[src/rtl/am_ch_fader.sv]
// Per-channel click-free gain fader: ramps each channel's linear gain toward its target once per
// tick, and mutes every channel at once on hard_mute.
module am_ch_fader #(
  parameter int unsigned NUM_CH   = 12,
  parameter int unsigned GAIN_W   = 10,
  parameter int unsigned STEP     = 4,
  parameter int unsigned TICK_DIV = 1250
) (
  input  logic                     clk,
  input  logic                     rstn,
  input  logic                     master_enable,
  input  logic [NUM_CH-1:0]        ch_enable,
  input  logic                     hard_mute,
  output logic [NUM_CH*GAIN_W-1:0] gain_out,
  output logic [NUM_CH-1:0]        ch_on,
  output logic [NUM_CH-1:0]        ch_busy,
  output logic                     all_off
);

  localparam int unsigned CntW = (TICK_DIV > 1) ? $clog2(TICK_DIV) : 1;
  localparam logic [CntW-1:0] CntMax = CntW'(TICK_DIV - 1);
  localparam logic [GAIN_W:0] GMax   = {1'b0, {GAIN_W{1'b1}}};
  localparam logic [GAIN_W:0] StepW  = (GAIN_W + 1)'(STEP);

  typedef enum logic [1:0] {StOff, StUp, StOn, StDown} state_e;

  logic [CntW-1:0]   cnt_q, cnt_d;
  logic              tick;
  logic [NUM_CH-1:0] target;
  logic [GAIN_W-1:0] gain_q  [NUM_CH];
  logic [GAIN_W-1:0] gain_d  [NUM_CH];
  state_e            state_q [NUM_CH];
  state_e            state_d [NUM_CH];

  assign tick   = (cnt_q == CntMax);
  assign target = ch_enable & {NUM_CH{master_enable & ~hard_mute}};

  always_comb begin
    cnt_d = tick ? '0 : cnt_q + 1'b1;
  end

  always_comb begin
    for (int i = 0; i < NUM_CH; i++) begin : g_next
      logic [GAIN_W:0] up;
      logic [GAIN_W:0] dn;
      logic            go_up;
      logic            go_dn;
      gain_d[i]  = gain_q[i];
      state_d[i] = state_q[i];
      // Extra bit catches overflow on the way up and borrow on the way down.
      up = {1'b0, gain_q[i]} + StepW;
      if (up > GMax) up = GMax;
      dn = {1'b0, gain_q[i]} - StepW;
      if (dn[GAIN_W]) dn = '0;
      go_up = 1'b0;
      go_dn = 1'b0;
      unique case (state_q[i])
        StOff:   go_up = target[i];
        StOn:    go_dn = ~target[i];
        default: begin
          go_up = target[i];
          go_dn = ~target[i];
        end
      endcase
      if (hard_mute) begin
        gain_d[i]  = '0;
        state_d[i] = StOff;
      end else if (tick && go_up) begin
        gain_d[i]  = up[GAIN_W-1:0];
        state_d[i] = (up == GMax) ? StOn : StUp;
      end else if (tick && go_dn) begin
        gain_d[i]  = dn[GAIN_W-1:0];
        state_d[i] = (dn == '0) ? StOff : StDown;
      end
    end
  end

  always_ff @(posedge clk or negedge rstn) begin
    if (!rstn) begin
      cnt_q <= '0;
      for (int i = 0; i < NUM_CH; i++) begin
        gain_q[i]  <= '0;
        state_q[i] <= StOff;
      end
    end else begin
      cnt_q <= cnt_d;
      for (int i = 0; i < NUM_CH; i++) begin
        gain_q[i]  <= gain_d[i];
        state_q[i] <= state_d[i];
      end
    end
  end

  // Outputs decode flopped state only, so they all move on the same edge as the gains.
  always_comb begin
    all_off = 1'b1;
    for (int i = 0; i < NUM_CH; i++) begin
      gain_out[i*GAIN_W +: GAIN_W] = gain_q[i];
      ch_on[i]   = (state_q[i] == StOn);
      ch_busy[i] = (state_q[i] == StUp) || (state_q[i] == StDown);
      if (state_q[i] != StOff) all_off = 1'b0;
    end
  end

endmodule

[config.mk]
export PLATFORM = sky130hd
export DESIGN_NAME = am_ch_fader
export DESIGN_NICKNAME = d
export VERILOG_FILES = /design/src/rtl/am_ch_fader.sv
export SDC_FILE = /design/constraint.sdc
export NUM_CORES = 1
export LEC_CHECK = 0
export BUFFER_PORTS_ARGS = -buffer_cell sky130_fd_sc_hd__buf_2
export CAP_MARGIN = 10
export CORE_MARGIN = 1
export CORE_UTILIZATION = 45
export CTS_BUF_LIST = sky130_fd_sc_hd__clkbuf_4 sky130_fd_sc_hd__clkbuf_8
export DETAILED_ROUTE_END_ITERATION = 10
export PLACE_DENSITY = 0.61
export SLEW_MARGIN = 20
export SYNTH_ARGS = -nofsm -noshare
export SYNTH_HDL_FRONTEND = slang
export SYNTH_SLANG_ARGS = --single-unit
[constraint.sdc]
create_clock -name clk -period 3.7 [get_ports clk]
set_input_delay 0.185 -clock clk [delete_from_list [all_inputs] [get_ports clk]]
set_output_delay 0.185 -clock clk [all_outputs]
set_load 0.02 [all_outputs]
==> impl_metrics.env <==
export IMPL_die_area_um2=30050
export IMPL_drive_gt1_share_pct=12.99
export IMPL_rr_startpoint="cnt_q[4]$_DFF_PN0_"
export IMPL_ys_ff_latch=155
export IMPL_hpwlAfterDp_mm=28.68
export IMPL_clock_sinks=155
export IMPL_worst_r2r_cell_count=7
export IMPL_post_route_min_period_ps=3092
export IMPL_crit_end="gain_out[9]$_DFFE_PN0P_"
export IMPL_crit_start="cnt_q[4]$_DFF_PN0_"
export IMPL_area_growth_syn_to_layout_pct=10.22
export IMPL_arrival_ps=3440
export IMPL_worst_slew_pin_slew_ps=1014
export IMPL_worst_slack_ps=608.1
export IMPL_setup_viol=0
export IMPL_cts_root_buf="clkbuf_8"
export IMPL_vias_per_cell=6.062
export IMPL_rrSetupSlack_ps=610
export IMPL_cts_buffer_depth=2
export IMPL_hold_violations=0
export IMPL_drt_iter0_drc=1338
export IMPL_grt_pass1_wl_mm=65.41
export IMPL_powerDensity_nw_per_um2=269.3
export IMPL_syn_area_per_cell_um2=7.372
export IMPL_dr_pass1_iters=6
export IMPL_grt_pass1_vias=12400
export IMPL_synth_area_um2=13210
export IMPL_clock_power_share_pct=34.6
export IMPL_synth_nets=1846
export IMPL_slew_viol_final=0
export IMPL_min_period_over_period_pct=83.56
export IMPL_worstPathRequired_ps=4050
export IMPL_switching_share_pct=31.79
export IMPL_antenna_found_initial=2
export IMPL_core_um2=28780
export IMPL_synth_top_area_share_pct=29.36
export IMPL_numCtsBuffers=17
export IMPL_port_buffers=160
export IMPL_wl_per_cell_um=17.62
export IMPL_pwr_share_seq_pct=46.6
export IMPL_worstReg2RegEnd="gain_out[9]$_DFFE_PN0P_"
export IMPL_clock_skew_ps=20.43
export IMPL_rsz0062_at_grt="no"
export IMPL_yosysSeqAreaShare_pct=29.36
export IMPL_io_pins=161
export IMPL_status="finished clean"
export IMPL_track_usage_pct=26.39
export IMPL_row_count=62
export IMPL_critPathKind="reg2reg"
export IMPL_synth_edff_count=0
export IMPL_pre_cts_ws_ps=671.4
export IMPL_yosys_area_top_type="dfrtp_1"
export IMPL_grt_max_degree=100
export IMPL_ir_drop_mv=0.1959
export IMPL_cp_max_fo=10
export IMPL_die_w_um=173.3
export IMPL_yosys_most_used_dff="dfrtp_1"
export IMPL_p_leak_uw=0.006802
export IMPL_intPower_uw=2675
export IMPL_start_kind="register"
export IMPL_combPwrFrac_pct=18.8
export IMPL_synth_area_leaders="dfrtp_1, o21ai_0, nand2_1"
export IMPL_gp_congestion=0.9212
export IMPL_synth_distinct_cells=79
export IMPL_synthCells=1792
export IMPL_min_path_type="in2reg"
export IMPL_max_freq_mhz=323.4
export IMPL_power_switching_uw=1247
export IMPL_start_util_pct=45.90
export IMPL_overflow=0
export IMPL_clk_pin_slew_ps=90
export IMPL_cts_tree="done"
export IMPL_async_flop_share_pct=100.0
export IMPL_ant_nets=0
export IMPL_finalWirelength_mm=39.90
export IMPL_htree_levels=4
export IMPL_cts_setup_buffers=0
export IMPL_ys_warn_count=0
export IMPL_clkLatencyLatePin_ps=460
export IMPL_drc=0
export IMPL_cts_resized=0
export IMPL_cap_violations=0
export IMPL_final_nets=1921
export IMPL_setup_worst_path_end_class="register"
export IMPL_die_h_um=173.3
export IMPL_relSlewSlack_pct=32.42
export IMPL_vias=13720
export IMPL_tns_ps=0
-- area by class of cell --
cell class	count	area, um^2
flip-flops and latches	155	3879
repair buffers	178	944.7
multi-input cells	1434	8551
diodes	2	5.005
inverters	81	304.0
clock inverters	11	147.6
well taps	384	480.5
fillers	2894	14220
clock buffers	19	249.0
-- placed cells by master, fill, tap and decap left out, types with 26 or more instances in the layout --
cell type  count
dfrtp_1      155
nor2_1       173
inv_1         80
buf_2        159
o21ai_0      192
nor3_1        73
ha_1          38
nand2_1      186
xnor2_1       37
xor2_1        26
nor2b_1       42
a21oi_1      106
and3_1        37
nand3_1       80
nand4_1       32
-- routing by layer --
| metal | share of wire (%) | GRT usage, % | up-vias |
|---|---|---|---|
| li1 | - | - | 6662 |
| met1 | 45 | 36.44 | 6536 |
| met2 | 46 | 41.82 | 469 |
| met3 | 5.7 | 3.596 | 57 |
| met4 | 2.7 | 10.07 | 0 |
| met5 | 0 | 0 | - |
-- synth_stat cells (17+ instances only) --
| cell type | n |
|---|---|
| a21o_1 | 17 |
| a21oi_1 | 106 |
| a31oi_1 | 25 |
| and2_1 | 20 |
| and3_1 | 37 |
| clkbuf_1 | 100 |
| dfrtp_1 | 155 |
| ha_1 | 38 |
| inv_1 | 80 |
| nand2_1 | 186 |
| nand2b_1 | 17 |
| nand3_1 | 80 |
| nand3b_1 | 23 |
| nand4_1 | 32 |
| nor2_1 | 174 |
| nor2b_1 | 42 |
| nor3_1 | 73 |
| nor4_1 | 22 |
| o211ai_1 | 19 |
| o21ai_0 | 192 |
| o31ai_1 | 25 |
| or3_1 | 18 |
| xnor2_1 | 37 |
| xor2_1 | 26 |
-- state kept, by name, summed over array words and instances (netlist names) --
register and cells:
gain_out 120, state_q 24, cnt_q 11
-- timing repair --
item | 4_1_cts | 5_1_grt
setup endpoints to repair | 0 | 0
hold buffers | 1 | 0
endpoints found under the hold margin | 96 | 0
-- logic make-up (layout without fill, tap and decap cells) --
group | after synthesis | after routing | synth area share [%]
multiplexers | 15 | 15 | 1.137
buffers and inverters | 203 | 289 | 5.929
AND/OR/NAND/NOR | 793 | 793 | 30.79
other | 0 | 2 | 0
XOR/XNOR | 63 | 63 | 4.177
flip-flops | 155 | 155 | 29.36
AO/OA/AOI/OAI | 525 | 525 | 25.00
adder cells (fa/ha/maj) | 38 | 38 | 3.599
-- per-stage QoR --
step                      total power (uW)  hold WS [ps]  utilization [%]  area [um^2]  cells
after floorplan                       2366        -110.6                -        13210   1792
after global routing                  4132         191.7            50.58        14560   2263
after detailed placement              2586         372.2            49.16        14150   2231
final                                 3922         183.1            50.59        14560   2264
after global placement                2579         363.8            49.16        14150   2231
after CTS                             3959         144.3            50.57        14560   2262
-- critical path: stages (launching register included) --
cell and delay (ps):
dfrtp_1 430, nor4b_2 460, and4_1 630, and3_1 440, nand2_1 100, o2bb2ai_1 490
o21ai_0 180, a22o_1 260
-- power groups by stage --
stage / logic, uW / registers [uW] / clock network [uW]
4_1_cts: 733 / 1820 / 1400
2_1_floorplan: 534 / 1830 / 0
6_report: 737 / 1830 / 1360
3_5_place_dp: 729 / 1860 / 0
3_3_place_gp: 722 / 1860 / 0
5_1_grt: 822 / 1840 / 1470
-- worst min path at each step --
| stage | from | end | slack, ps | cells after the start |
|---|---|---|---|---|
| final | ch_enable[0] | gain_out[8]$_DFFE_PN0P_ | 180 | 4 |
| after global placement | rstn | gain_out[64]$_DFFE_PN0P_ | 360 | 1 |
| after floorplan | rstn | cnt_q[0]$_DFF_PN0_ | -110 | 0 |
| after detailed placement | rstn | gain_out[64]$_DFFE_PN0P_ | 370 | 1 |
| after CTS | ch_enable[0] | gain_out[8]$_DFFE_PN0P_ | 140 | 4 |
| after global routing | ch_enable[0] | gain_out[8]$_DFFE_PN0P_ | 190 | 4 |
Power figures use the tool's default switching activity.
